$ cat src/rtl/ram_ctrl_clear.sv
// Parametrised single-port RAM controller with a hardware zero-fill sequencer.
// Read latency is 1 cycle; Ready drops for DEPTH cycles while clearing and all strobes are ignored then.
module ram_ctrl_clear #(
  parameter int DATA_WIDTH = 3,
  parameter int ADDR_WIDTH = 5,
  parameter int DEPTH      = 2**ADDR_WIDTH
) (
  input  logic                  CLK,
  input  logic                  ResetN,
  input  logic [ADDR_WIDTH-1:0] Address,
  input  logic [DATA_WIDTH-1:0] DataIn,
  input  logic                  Write,
  input  logic                  Read,
  input  logic                  Clear,
  output logic                  Ready,
  output logic [DATA_WIDTH-1:0] DataOut,
  output logic                  ReadValid,
  output logic                  ClearDone
);

  typedef enum logic {IDLE = 1'b0, CLEARING = 1'b1} state_t;

  localparam logic [ADDR_WIDTH-1:0] LAST_PTR = ADDR_WIDTH'(DEPTH - 1);

  state_t                state, state_nxt;
  logic [ADDR_WIDTH-1:0] clear_ptr;
  logic [DATA_WIDTH-1:0] mem [DEPTH];
  logic                  addr_ok, clear_last, clr_go, wr_go, rd_go;

  // Addresses at or above DEPTH are unmapped: writes dropped, reads return 0.
  assign addr_ok    = ({1'b0, Address} < (ADDR_WIDTH + 1)'(DEPTH));
  assign clear_last = (clear_ptr == LAST_PTR);
  assign clr_go     = (state == IDLE) && Clear;
  assign wr_go      = (state == IDLE) && Write && !Clear;
  assign rd_go      = (state == IDLE) && Read && !Clear;
  assign Ready      = (state == IDLE);

  always_ff @(posedge CLK or negedge ResetN) begin
    if (!ResetN) state <= CLEARING;
    else         state <= state_nxt;
  end

  always_comb begin
    state_nxt = state;
    case (state)
      IDLE:     if (Clear) state_nxt = CLEARING;
      CLEARING: if (clear_last) state_nxt = IDLE;
      default:  state_nxt = CLEARING;
    endcase
  end

  always_ff @(posedge CLK or negedge ResetN) begin
    if (!ResetN) begin
      clear_ptr <= '0;
      DataOut   <= '0;
      ReadValid <= 1'b0;
      ClearDone <= 1'b0;
    end else begin
      ReadValid <= rd_go;
      ClearDone <= (state == CLEARING) && clear_last;
      if (clr_go) begin
        clear_ptr <= '0;
        DataOut   <= '0;
      end else if (state == CLEARING) begin
        clear_ptr <= clear_ptr + 1'b1;
      end else if (rd_go) begin
        // Write-first on a simultaneous read/write of the same word.
        if (!addr_ok)   DataOut <= '0;
        else if (Write) DataOut <= DataIn;
        else            DataOut <= mem[Address];
      end
    end
  end

  // Array has no reset; the clear sequence after reset release zeroes it.
  always_ff @(posedge CLK) begin
    if (state == CLEARING)     mem[clear_ptr] <= '0;
    else if (wr_go && addr_ok) mem[Address]   <= DataIn;
  end

endmodule

$ cat config.mk
export PLATFORM = sky130hd
export DESIGN_NAME = ram_ctrl_clear
export DESIGN_NICKNAME = d
export VERILOG_FILES = /design/src/rtl/ram_ctrl_clear.sv
export SDC_FILE = /design/constraint.sdc
export NUM_CORES = 1
export LEC_CHECK = 0
export ABC_AREA = 1
export BUFFER_PORTS_ARGS = -buffer_cell sky130_fd_sc_hd__buf_4
export CAP_MARGIN = 40
export CELL_PAD_IN_SITES_DETAIL_PLACEMENT = 0
export CELL_PAD_IN_SITES_GLOBAL_PLACEMENT = 1
export CORE_AREA = 8 8 105 107
export CTS_BUF_LIST = sky130_fd_sc_hd__clkbuf_2
export CTS_CLUSTER_DIAMETER = 30
export DETAILED_ROUTE_END_ITERATION = 6
export DIE_AREA = 0 0 113 115
export PLACE_DENSITY = 0.87
export SYNTH_ARGS = -nofsm -noshare
export SYNTH_HDL_FRONTEND = slang
export SYNTH_SLANG_ARGS = --single-unit
$ cat constraint.sdc
create_clock -name CLK -period 5.4 [get_ports CLK]
set_input_delay 0.54 -clock CLK [delete_from_list [all_inputs] [get_ports CLK]]
set_output_delay 0.54 -clock CLK [all_outputs]
set_load 0.05 [all_outputs]
Yosys cells after proc, flatten, opt, wreduce, memory -nomap -nowiden
Memories as Yosys holds them, arrays and structs flattened.
Index checks and enable logic that the tools add are counted.
{"block": "word_totals", "ff_bits": 11, "mem_bits_rw": 96, "in_bits": 13, "output_inout_bits": 6, "word_cells": 38, "mem_count": 1}
{"memory": "mem", "depth": 32, "word_bits": 3, "read_ports": 1, "rd_ports_with_merged_regs": 0, "write_ports": 1, "line": "27", "text": "logic [DATA_WIDTH-1:0] mem [DEPTH];"}
{"block": "op_classes", "n_addsub": 1, "eq_ne": 2, "mux": 17, "n_bitwise": 1, "reduce_logical": 11}
{"operator": "$mux W3", "count": 5}
{"operator": "$mux W5", "count": 3}
{"operator": "$mux W1", "count": 8}
{"operator": "$logic_and A1 B1 Y1", "count": 6}
{"operator": "$add A5 B1 Y5 const B", "count": 1}
{"operator": "$eq A5 B5 Y1 const B", "count": 1}
{"operator": "$reduce_bool A2 Y1", "count": 2}
{"operator": "$reduce_or A3 Y1", "count": 1}
{"operator": "$ne A2 B1 Y1 const B", "count": 1}
{"operator": "$pmux W1 S2", "count": 1}
{"operator": "$reduce_and A2 Y1", "count": 1}
{"operator": "$logic_not A1 Y1", "count": 1}
{"operator": "$not A1 Y1", "count": 1}

Logic depth before layout (Yosys ltp)
{"block": "depth", "ltp_word": 8, "ltp_mapped": 14, "mapped_depth_nobuf": 11}

Worst setup path after synthesis
OpenSTA, ideal clock, no wires.
{"block": "synth_timing", "path_kind": "in2reg", "from": "input Clear", "to": "memory mem[0][0] (data pin)", "arrival_ns": 1.696, "path_slack_ns": 3.352, "path_stages": 4, "path_cell_list": "nor2_4 -> nand2_4 -> buf_6 -> nor2_1"}
{"block": "synth_via", "elab_chain_cells": 7}
{"item": "from (decl)", "line": "14", "text": "input logic Clear,"}
{"item": "$logic_not A1 Y1", "line": "34", "text": "assign wr_go = (state == IDLE) && Write && !Clear;"}
{"item": "$logic_and A1 B1 Y1", "line": "34"}
{"item": "$mux W1", "line": "78", "text": "else if (wr_go && addr_ok) mem[Address] <= DataIn;"}
{"item": "$mux W1", "line": "77", "text": "if (state == CLEARING) mem[clear_ptr] <= '0;"}
{"item": "$mux W1 (implied by the code)", "line": "78"}
{"item": "$reduce_or A3 Y1 (no line)"}
{"item": "$mux W3 (no line)"}
{"item": "to (decl)", "line": "27"}
No other way between the ends.

Worst setup path in the final report
{"block": "layout_timing", "from": "register state", "to": "memory mem[14][0], enable pin"}
{"block": "layout_via", "elab_chain_cells": 8, "elab_cells_between_ends": 11, "classes_between": "7 x mux; 1 x bitwise; 3 x reduce/logical"}
{"item": "from (decl)", "line": "25", "text": "state_t state, state_nxt;"}
{"item": "from (signal assigned)", "line": "40", "text": "else state <= state_nxt;"}
{"item": "$not A1 Y1", "line": "34"}
{"item": "$logic_and A1 B1 Y1 (2 in series)", "line": "34"}
{"item": "$mux W1", "line": "78"}
{"item": "$mux W1", "line": "77"}
{"item": "$mux W1 (implied by the code)", "line": "78"}
{"item": "$reduce_or A3 Y1 (no line)"}
{"item": "$mux W5 (no line) / $mux W1 (equally long branches)"}
Parallel ways exist; a longest one is shown, timed or not.

==> results.sh <==
export IMPL_grt_max_degree=52
export IMPL_setup_viol=0
export IMPL_cts_root_buf="clkbuf_2"
export IMPL_period_minus_slack_ns=2.22
export IMPL_core_area_um2=9460
export IMPL_syn_inst=505
export IMPL_synth_cell_type_count=27
export IMPL_final_cell_mix="nand2_1, edfxtp_1, nand3_1, inv_1, nor2_1"
export IMPL_hold_class="in -> reg"
export IMPL_synthMuxAreaShare_pct=0
export IMPL_start_util_pct=51.6
export IMPL_critPathKind="reg -> reg"
export IMPL_ys_seq_area_share_pct=64.7
export IMPL_synth_warnings=0
export IMPL_clockBufferDepth=2
export IMPL_die_h_um=115
export IMPL_drcViolationCount=0
export IMPL_dieArea_um2=13000
export IMPL_fin_util_pct=54.5
export IMPL_ir_drop_mv=0.284
export IMPL_grt_first_pass_wirelength_um=16600
export IMPL_relSlewSlack_pct=48.2
export IMPL_p_total_mw=1.87
export IMPL_synth_cell_area_um2=4880
export IMPL_crit_path_start_kind="flip-flop"
export IMPL_setup_tns_ns=0
export IMPL_multiInputGateArea_um2=1350
export IMPL_synthSimpleGateAreaFrac_pct=24.9
export IMPL_layout_drive_gt1_share_pct=9.96
export IMPL_fin_cells=636
export IMPL_fmaxAchievable_mhz=451
export IMPL_slew_violations=0
export IMPL_synthFlopType="edfxtp_1"
export IMPL_routed_wl_um=10100
export IMPL_max_slew_worst_pin_slew_ns=0.776
export IMPL_cp_required_ns=5.67
export IMPL_portBuffers=18
export IMPL_synthAdderAreaFrac_pct=0.513
export IMPL_cts_sinks=107
export IMPL_min_period_over_period_pct=41.1
export IMPL_cp_end_kind="flip-flop"
export IMPL_gp_congestion=0.798
export IMPL_diodes=0
export IMPL_die_w_um=113
export IMPL_powerDensity_nw_per_um2=362
export IMPL_htreeDepth=3
export IMPL_rsz0062_at_grt="false"
export IMPL_io_pins=19
export IMPL_wire_per_inst_um=15.9
export IMPL_grt_total_usage_pct=16.6
export IMPL_drt_iter0_markers=305
export IMPL_viasPerCell=5.23
export IMPL_gr_total_overflow=0
export IMPL_antenna_left=0
export IMPL_firstDrtPassIters=5
export IMPL_synth_xor_area_share_pct=0
export IMPL_skew_ns=0.00626
export IMPL_ys_async_sr_fraction_pct=10.3
export IMPL_numPlacedInstances=621
export IMPL_fill_cells=841
export IMPL_path_clk_slew_ns=0.24
export IMPL_cp_arrival_ns=2.49
export IMPL_ys_seq_elements=107
export IMPL_numCtsBuffers=9
export IMPL_synth_compound_area_share_pct=2.31
export IMPL_synth_nets=520
export IMPL_finalHoldViolCount=0
export IMPL_clock_latency_ns=0.55
export IMPL_cts_tree="built"
export IMPL_final_common_cell="nand2_1"
export IMPL_antenna_found_initial=0
export IMPL_fin_nets=534
export IMPL_area_delta_synth_final_pct=5.67
export IMPL_maxCapViolations=0
export IMPL_syn_area_per_cell_um2=9.67
export IMPL_row_count=36
export IMPL_ctsResizeCount=0
export IMPL_hpwl_um=6550
export IMPL_grt_pass1_vias=3334
export IMPL_status="finished clean"
export IMPL_crit_fanout=14
export IMPL_regArea_um2=3160
export IMPL_synth_edff_count=96
export IMPL_dr_total_vias=3325
export IMPL_synth_top_family_by_area="simple AND/OR/NAND/NOR gates"
export IMPL_power_leakage_nw=2.26
[per-stage QoR]
step	cell area (um2)	hold slack (ns)	setup WS [ns]
floorplan	4880	0.244	3.35
global placement	5080	0.381	3.04
detailed placement	5080	0.381	2.96
CTS	5160	0.208	3.21
global route	5160	0.221	3.05
finish	5160	0.241	3.18
[flip-flops by register name, indices dropped and copies added (netlist names)]
signal and cells:
DataOut 3, state 1, ClearDone 1, clear_ptr 5
ReadValid 1, mem 96
[worst max-delay path, cell delays in order (launching register included)]
cell and delay, ns:
dfstp_2 0.66, nor2_4 0.07, nand2_4 0.15, o21ai_1 0.13, inv_1 0.11, nand3_1 0.42, nor2_1 0.40
[where the power goes]
| part | switching, mW | total [mW] | internal (mW) |
|---|---|---|---|
| Sequential | 0.0440 | 1.06 | 1.02 |
| Combinational | 0.380 | 0.515 | 0.135 |
| Clock | 0.236 | 0.286 | 0.0506 |
[synth_stat cells (2+ instances only)]
master / number / area share (%)
a21oi_1: 4 / 0.41
edfxtp_1: 96 / 59
inv_2: 4 / 0.31
clkbuf_1: 7 / 0.54
nor2_4: 2 / 0.46
nand3_1: 68 / 7.0
buf_2: 6 / 0.62
inv_1: 67 / 5.2
nand2_2: 2 / 0.26
buf_4: 4 / 0.62
o21ai_2: 4 / 0.72
o21ai_0: 7 / 0.72
nor2_1: 42 / 3.2
nor2_2: 2 / 0.26
dfrtp_1: 10 / 5.1
nand3_2: 2 / 0.41
ha_1: 2 / 0.51
nand2_1: 167 / 13
[timing repair]
action	in CTS	in global routing
endpoints found under the hold margin	11	0
hold buffers	1	0
setup buffers	0	0
[path summary, 6_finish.rpt]
| kind | cells after the start | slack, ns | endpoint | startpoint |
|---|---|---|---|---|
| setup / recovery | 6 | 3.18 | mem[14][0]$_DFFE_PP_ | state$_DFF_PN1_ |
| hold / removal | 3 | 0.24 | ReadValid$_DFF_PN0_ | Read |
| setup reg to reg | 6 | 3.18 | mem[14][0]$_DFFE_PP_ | state$_DFF_PN1_ |
| hold reg to reg | 2 | 0.53 | DataOut[1]$_DFFE_PN0P_ | DataOut[1]$_DFFE_PN0P_ |
| max in group asynchronous | 2 | 4.87 | state$_DFF_PN1_ | ResetN |
| min in group asynchronous | 2 | 0.31 | ClearDone$_DFF_PN0_ | ResetN |
[layout make-up]
cell class	count	share of cell area, %
Timing Repair Buffer	22	3.25
Multi-Input combinational cell	308	26.2
Clock buffer	9	0.873
Sequential cell	107	61.3
Inverter	71	5.17
Tap cell	114	2.77
Clock inverter	5	0.437
[metal layers]
metal,vias to the layer above,wire [um],track usage [%]
met1,1554,4550,21.1
li1,1652,-,-
met3,12,617,3.62
met5,-,0,0
met2,107,4810,27.5
met4,0,167,5.95
[cells by family (layout without fill, tap and decap cells)]
family,Yosys count,in the layout
AND/OR/NAND/NOR,288,288
flip-flops,107,107
buffers and inverters,90,107
AO/OA/AOI/OAI,18,18
adder cells (fa/ha/maj),2,2
(Power assumes the default switching activity.)
